--- config.mk ---
export PLATFORM = sky130hd
export DESIGN_NAME = uart_tx_lite_flat
export DESIGN_NICKNAME = d
export VERILOG_FILES = /design/src/rtl/axi_lite_if.sv /design/src/rtl/uart_tx_lite.sv /design/src/flat_wrapper.sv
export SDC_FILE = /design/constraint.sdc
export NUM_CORES = 1
export LEC_CHECK = 0
export BUFFER_PORTS_ARGS = -buffer_cell sky130_fd_sc_hd__buf_2
export CORE_MARGIN = 3
export CORE_UTILIZATION = 45
export DETAILED_ROUTE_END_ITERATION = 8
export GPL_TIMING_DRIVEN = 0
export PLACE_DENSITY = 0.67
export SLEW_MARGIN = 15
export SYNTH_ARGS = -nofsm -noshare
export SYNTH_HDL_FRONTEND = slang
export SYNTH_SLANG_ARGS = --single-unit
--- constraint.sdc ---
create_clock -name clk -period 3.2 [get_ports clk]
set_clock_uncertainty 0.05 [all_clocks]
set_input_delay 0.16 -clock clk [delete_from_list [all_inputs] [get_ports clk]]
set_output_delay 0.16 -clock clk [all_outputs]
set_load 0.01 [all_outputs]
--- src/rtl/axi_lite_if.sv ---
// axi_lite_if: AXI4-Lite bundle between the crossbar and its slaves.
//   AW: awaddr/awvalid/awready   W: wdata/wmask/wvalid/wready   B: bresp/bvalid/bready
//   AR: araddr/arvalid/arready   R: rdata/rresp/rvalid/rready
interface axi_lite_if;
    logic [31:0] awaddr;
    logic        awvalid;
    logic        awready;
    logic [31:0] wdata;
    logic [3:0]  wmask;
    logic        wvalid;
    logic        wready;
    logic [1:0]  bresp;
    logic        bvalid;
    logic        bready;
    logic [31:0] araddr;
    logic        arvalid;
    logic        arready;
    logic [31:0] rdata;
    logic [1:0]  rresp;
    logic        rvalid;
    logic        rready;
    modport slave (
        input  awaddr, awvalid, wdata, wmask, wvalid, bready, araddr, arvalid, rready,
        output awready, wready, bresp, bvalid, arready, rdata, rresp, rvalid
    );
endinterface

--- src/rtl/uart_tx_lite.sv ---
// uart_tx_lite: AXI4-Lite slave that queues written bytes in a FIFO and sends them 8N1 on tx.
//   clk   - sole clock, all state on posedge
//   reset - asynchronous active-low reset
//   s     - AXI4-Lite slave; writes push wdata[7:0] when wmask[0], reads return status
//           status = {16'h0, count[7:0], 5'h0, busy, empty, full}
//   tx    - serial line, idle high, driven from a register
module uart_tx_lite #(
    parameter int DIVISOR    = 16,
    parameter int FIFO_DEPTH = 16
) (
    input  logic      clk,
    input  logic      reset,
    axi_lite_if.slave s,
    output logic      tx
);
    localparam int PW = $clog2(FIFO_DEPTH);
    localparam int CW = PW + 1;
    localparam int BW = $clog2(DIVISOR);
    localparam logic [BW-1:0] BAUD_MAX = BW'(DIVISOR - 1);
    localparam logic [CW-1:0] FULL_CNT = CW'(FIFO_DEPTH);

    typedef enum logic [1:0] {IDLE, START, DATA, STOP} state_t;

    logic [7:0]    mem [FIFO_DEPTH];
    logic [PW-1:0] wr_ptr, rd_ptr;
    logic [CW-1:0] count;
    logic          full, empty, push, pop;

    logic          aw_pend, w_pend, w_mask_q, bvalid_q, rvalid_q;
    logic [7:0]    w_data_q, data_now;
    logic [31:0]   rdata_q, status;
    logic          aw_hs, w_hs, ar_hs, commit, mask_now;

    state_t        state, state_n;
    logic [BW-1:0] baud, baud_n;
    logic [2:0]    bit_idx, bit_n;
    logic [7:0]    shift, shift_n;
    logic          tx_q, tx_n, baud_done, load;
    logic          unused_ok;

    assign full   = count == FULL_CNT;
    assign empty  = count == '0;
    assign status = {16'h0, 8'(count), 5'h0, state != IDLE, empty, full};

    assign aw_hs = s.awvalid && !aw_pend && !bvalid_q;
    assign w_hs  = s.wvalid && !w_pend && !bvalid_q;
    assign ar_hs = s.arvalid && !rvalid_q;

    assign s.awready = !aw_pend && !bvalid_q;
    assign s.wready  = !w_pend && !bvalid_q;
    assign s.arready = !rvalid_q;
    assign s.bvalid  = bvalid_q;
    assign s.bresp   = 2'b00;
    assign s.rvalid  = rvalid_q;
    assign s.rdata   = rdata_q;
    assign s.rresp   = 2'b00;
    assign tx        = tx_q;

    // A W beat arriving this cycle supplies its byte directly, so a same-cycle AW+W commits at once.
    assign mask_now = w_hs ? s.wmask[0] : w_mask_q;
    assign data_now = w_hs ? s.wdata[7:0] : w_data_q;
    assign commit   = (aw_pend || aw_hs) && (w_pend || w_hs) && !full;
    assign push     = commit && mask_now;

    // Address decoding is done by the crossbar; only the low byte lane carries data.
    assign unused_ok = ^{s.awaddr, s.araddr, s.wdata[31:8], s.wmask[3:1]};

    always_ff @(posedge clk or negedge reset) begin
        if (!reset) begin
            aw_pend  <= 1'b0;
            w_pend   <= 1'b0;
            w_mask_q <= 1'b0;
            w_data_q <= '0;
            bvalid_q <= 1'b0;
            rvalid_q <= 1'b0;
            rdata_q  <= '0;
        end else begin
            aw_pend  <= !commit && (aw_pend || aw_hs);
            w_pend   <= !commit && (w_pend || w_hs);
            if (w_hs) begin
                w_mask_q <= s.wmask[0];
                w_data_q <= s.wdata[7:0];
            end
            bvalid_q <= commit || (bvalid_q && !s.bready);
            rvalid_q <= ar_hs || (rvalid_q && !s.rready);
            if (ar_hs)
                rdata_q <= status;
        end
    end

    always_ff @(posedge clk or negedge reset) begin
        if (!reset) begin
            wr_ptr <= '0;
            rd_ptr <= '0;
            count  <= '0;
        end else begin
            if (push)
                wr_ptr <= wr_ptr + PW'(1);
            if (pop)
                rd_ptr <= rd_ptr + PW'(1);
            count <= count + CW'(push) - CW'(pop);
        end
    end

    always_ff @(posedge clk) begin
        if (push)
            mem[wr_ptr] <= data_now;
    end

    always_ff @(posedge clk or negedge reset) begin
        if (!reset) begin
            state   <= IDLE;
            baud    <= '0;
            bit_idx <= '0;
            shift   <= '0;
            tx_q    <= 1'b1;
        end else begin
            state   <= state_n;
            baud    <= baud_n;
            bit_idx <= bit_n;
            shift   <= shift_n;
            tx_q    <= tx_n;
        end
    end

    // A new frame is loaded from IDLE, or straight out of a finished STOP bit so frames abut.
    assign baud_done = baud == '0;
    assign load      = !empty && (state == IDLE || (state == STOP && baud_done));

    always_comb begin
        state_n = state;
        baud_n  = baud_done ? BAUD_MAX : baud - BW'(1);
        bit_n   = bit_idx;
        shift_n = shift;
        tx_n    = tx_q;
        pop     = load;
        if (load) begin
            state_n = START;
            shift_n = mem[rd_ptr];
            tx_n    = 1'b0;
            baud_n  = BAUD_MAX;
        end else begin
            case (state)
                IDLE: begin
                    baud_n = '0;
                    tx_n   = 1'b1;
                end
                START: begin
                    if (baud_done) begin
                        state_n = DATA;
                        bit_n   = '0;
                        tx_n    = shift[0];
                    end
                end
                DATA: begin
                    if (baud_done) begin
                        state_n = bit_idx == 3'd7 ? STOP : DATA;
                        bit_n   = bit_idx + 3'd1;
                        shift_n = shift >> 1;
                        tx_n    = bit_idx == 3'd7 ? 1'b1 : shift[1];
                    end
                end
                STOP: begin
                    if (baud_done)
                        state_n = IDLE;
                end
                default: state_n = IDLE;
            endcase
        end
    end
endmodule

--- src/flat_wrapper.sv ---
// flat-port wrapper written by rule: the top's interface ports become plain ports
module uart_tx_lite_flat 
#(
    parameter int DIVISOR    = 16,
    parameter int FIFO_DEPTH = 16
)
  (clk, reset, tx, s_awaddr, s_awvalid, s_wdata, s_wmask, s_wvalid, s_bready, s_araddr, s_arvalid, s_rready, s_awready, s_wready, s_bresp, s_bvalid, s_arready, s_rdata, s_rresp, s_rvalid);
  axi_lite_if s_i ();
  input  logic clk;
  input  logic reset;
  output logic tx;
  input wire logic [$bits(s_i.awaddr)-1:0] s_awaddr;
  input wire logic [$bits(s_i.awvalid)-1:0] s_awvalid;
  input wire logic [$bits(s_i.wdata)-1:0] s_wdata;
  input wire logic [$bits(s_i.wmask)-1:0] s_wmask;
  input wire logic [$bits(s_i.wvalid)-1:0] s_wvalid;
  input wire logic [$bits(s_i.bready)-1:0] s_bready;
  input wire logic [$bits(s_i.araddr)-1:0] s_araddr;
  input wire logic [$bits(s_i.arvalid)-1:0] s_arvalid;
  input wire logic [$bits(s_i.rready)-1:0] s_rready;
  output wire logic [$bits(s_i.awready)-1:0] s_awready;
  output wire logic [$bits(s_i.wready)-1:0] s_wready;
  output wire logic [$bits(s_i.bresp)-1:0] s_bresp;
  output wire logic [$bits(s_i.bvalid)-1:0] s_bvalid;
  output wire logic [$bits(s_i.arready)-1:0] s_arready;
  output wire logic [$bits(s_i.rdata)-1:0] s_rdata;
  output wire logic [$bits(s_i.rresp)-1:0] s_rresp;
  output wire logic [$bits(s_i.rvalid)-1:0] s_rvalid;
  assign s_i.awaddr = s_awaddr;
  assign s_i.awvalid = s_awvalid;
  assign s_i.wdata = s_wdata;
  assign s_i.wmask = s_wmask;
  assign s_i.wvalid = s_wvalid;
  assign s_i.bready = s_bready;
  assign s_i.araddr = s_araddr;
  assign s_i.arvalid = s_arvalid;
  assign s_i.rready = s_rready;
  assign s_awready = s_i.awready;
  assign s_wready = s_i.wready;
  assign s_bresp = s_i.bresp;
  assign s_bvalid = s_i.bvalid;
  assign s_arready = s_i.arready;
  assign s_rdata = s_i.rdata;
  assign s_rresp = s_i.rresp;
  assign s_rvalid = s_i.rvalid;
  uart_tx_lite #(.DIVISOR(DIVISOR), .FIFO_DEPTH(FIFO_DEPTH)) u_core (.clk(clk), .reset(reset), .s(s_i), .tx(tx));
endmodule
==> key figures <==
Run status
  • Outcome: finished clean

CTS
  • Reg clk slew, reported paths: 0.06 ns
  • Inserted Clock Buffers: 17
  • TritonCTS clock tree: built
  • H-tree levels: 4
  • Clock root buffer: clkbuf_16
  • Clock buffer depth: 2
  • Clk_lat worst skew: 0.42 ns
  • Clock Sinks: 180
  • Number of post-CTS setup repair buffers: 0

Worst setup path
  • Largest stage delay, worst path: 0.73 ns
  • Critical Path RT: 3.19 ns
  • Buf/Inv on CP: 1
  • Setup Crit Path Kind: reg2reg
  • Cell chain of the critical path: inv_1, ha_1, and4bb_2, a221oi_4, nand2_1, nor2_1
  • Crit-path slowest cell: nor2_1
  • Max FO, Critical Path: 9
  • WP data arrival: 2.93 ns
  • CP Launch Type: flip-flop
  • Crit path capture type: flip-flop
  • Worst path top cell family by delay: simple AND/OR/NAND/NOR gates

Die
  • Die ar.: 18900 um^2
  • Die extent in y: 137 um
  • Starting density of the core: 0.463
  • Area of the core: 16800 um^2
  • # IOs: 149
  • Site Rows: 47
  • Die X: 137 um

Logic synthesis
  • Yosys cell types: 45
  • Mean Syn Cell Area: 15.0 um^2
  • Register area share after synthesis: 0.663
  • Post-synthesis cell area: 7770 um^2
  • Number of synthesized register bits: 180
  • Async set-reset flop share out of synthesis: 0.289
  • EDFF count, synth: 128
  • Ys flop type: edfxtp_1
  • Cell count after synthesis: 517
  • Warnings from Yosys: 0

STA
  • RSZ-0062 raised after global routing: no
  • Fin. Hold Viols: 0
  • Fmax: 340 MHz
  • Fin. max-slew vios: 0
  • Final period utilization: 0.919
  • Setup TNS: 0 ns
  • Final setup vio count: 0
  • Worst slew pin tran: 1.06 ns
  • Fin crit period: 2.94 ns
  • Rel. slew slack: 0.289

Pwr
  • Lkg Pwr: 0.00349 uW
  • Power Density: 707 nW/um^2
  • Total power: 6320 uW
  • VDD IR max: 464 uV

Detailed routing
  • Via Count: 4269
  • Final WL: 14900 um
  • Vias/cell: 5.16
  • Routed WL per cell: 18.0 um
  • DRT iter0 DRCs: 305
  • DRT Pass-1 Iters: 5
  • Detail Route Antenna Nets: 0
  • DRC viols: 0

Placement
  • Dpl hpwl: 10200 um
  • Cells after DPL: 793
  • Port Buf Inserts: 29
  • GPL Wtd Cong: 0.769

Flow run
  • Max-cap violations: 0

GRT
  • Initial antenna violation count: 0
  • Tot GR Track Use: 0.171
  • Largest net degree at the start of global routing: 53
  • Number of global-route vias before repair: 4346
  • First-pass GRT wire length: 24100 um
  • GRT Residual Overflow: 0

Min path
  • HP Class: in2reg

Final layout
  • ANT cells: 0
  • Fin cells: 828
  • Post-layout util: 0.533
  • Synth-to-layout area growth: 15.0%
  • Fin nets: 721
  • Share of cells above drive strength 1: 0.211
cell usage in the layout, fill, tap and decap left out, types with 2 or more instances in the layout:
| cell type | synthesis | routed |
|---|---|---|
| o21bai_1 | 2 | 2 |
| o31ai_1 | 3 | 3 |
| buf_1 | 3 | 3 |
| conb_1 | 1 | 28 |
| dlygate4sd3_1 | 0 | 3 |
| nand2b_1 | 4 | 4 |
| clkinvlp_4 | 0 | 2 |
| mux2_2 | 14 | 14 |
| clkbuf_1 | 6 | 7 |
| xnor2_1 | 7 | 7 |
| nor3b_1 | 6 | 6 |
| clkbuf_16 | 0 | 17 |
| buf_2 | 4 | 32 |
| ha_1 | 18 | 18 |
| mux4_2 | 3 | 3 |
| bufinv_16 | 0 | 2 |
| clkinv_2 | 0 | 2 |
| inv_1 | 21 | 21 |
| nor2_1 | 25 | 25 |
| and3b_1 | 3 | 3 |
| nand2_1 | 18 | 18 |
| xor2_1 | 4 | 4 |
| nor2b_1 | 2 | 2 |
| buf_4 | 35 | 36 |
| nand4_1 | 9 | 9 |
| o21ai_0 | 16 | 16 |
| mux2i_1 | 73 | 73 |
| buf_6 | 2 | 2 |
| a22oi_1 | 31 | 31 |
| nor3_2 | 0 | 4 |
| and4bb_2 | 2 | 2 |
| edfxtp_1 | 128 | 128 |
| clkinv_4 | 0 | 3 |
| dfrtp_1 | 51 | 51 |
| and2_1 | 2 | 2 |
| inv_6 | 0 | 3 |
| a21oi_1 | 4 | 4 |
logic make-up (layout without fill, tap and decap cells):
kind of cell               Yosys count  in the layout  share of synthesized area
AOI/OAI and AO/OA                   63             63                     0.0580
other                                1             28                   0.000483
DFF                                180            180                      0.663
xor gates and xnor gates            11             11                     0.0124
muxes                               90             90                      0.123
and+or+nand+nor                     82             82                     0.0581
adders and majority gates           19             19                     0.0316
buffers and inverters               71            135                     0.0538
flip-flops by register name, summed over array words and instances (netlist names), 3 cells and up:
register and count:
u_core.wr_ptr 4, u_core.shift 8, u_core.rd_ptr 4, u_core.bit_idx 3, u_core.w_data_q 8, u_core.baud 4, u_core.count 5, u_core.s.rdata 8
u_core.mem 128
final cells by class:
class,count,area [um^2]
multi-input cells,293,2320
well taps,220,275
clock buffers,19,443
inverters,21,78.8
flip-flops and latches,180,5150
plain buffers,50,339
clock inverters,13,149
fillers,1376,7830
repair buffers,32,178
per-layer routing:
metal  vias up  share of wire  track usage
met5         -              0            0
met4         0          0.012       0.0560
met3        19          0.034       0.0321
met2        89           0.52        0.295
met1      2133           0.43        0.219
li1       2028              -            -
where the power goes:
group	switching, uW	internal (uW)
registers	124	3020
clock network	873	1180
logic	744	369
through the flow:
stage               hold slack, ns  cell area (um^2)  setup slack, ns
global placement             0.287              8290          -0.0779
CTS                        0.00302              8930           0.0122
finish                      0.0160              8930            0.260
global route                0.0443              8930           0.0497
floorplan                   -0.186              7870            0.720
detailed placement           0.305              8300           0.0271
synthesized netlist by cell type (5+ instances only):
master    number  area, um^2
edfxtp_1     128        3840
mux2i_1       73         731
dfrtp_1       51        1280
buf_4         35         263
a22oi_1       31         233
nor2_1        25        93.8
inv_1         21        78.8
ha_1          18         225
nand2_1       18        67.6
o21ai_0       16        80.1
mux2_2        14         158
nand4_1        9        56.3
xnor2_1        7        61.3
clkbuf_1       6        22.5
nor3b_1        6        45.0
nor3_1         5        25.0
worst paths after layout:
path                                               start                       endpoint  slack (ns)  cells after the start
setup / recovery               u_core.count[2]$_DFF_PN0_    u_core.mem[10][2]$_DFFE_PP_        0.26                      6
hold / removal                                 s_awvalid       u_core.aw_pend$_DFF_PN0_        0.02                      3
setup reg to reg               u_core.count[2]$_DFF_PN0_    u_core.mem[10][2]$_DFFE_PP_        0.26                      6
hold reg to reg            u_core.s.rdata[9]$_DFFE_PN0P_  u_core.s.rdata[9]$_DFFE_PN0P_        0.43                      2
max in group asynchronous                          reset    u_core.shift[2]$_DFFE_PN0P_        2.36                      2
min in group asynchronous                          reset   u_core.wr_ptr[0]$_DFFE_PN0P_        0.26                      2
what timing repair did:
item,CTS,global route
resized for setup,0,0
hold buffers,3,0
endpoints found under the hold margin,53,0
tightest hold or removal path, stage by stage:
cell and delay (ns):
buf_2 0.09, a21oi_1 0.09, nor2_1 0.10
(Power assumes the default switching activity.)
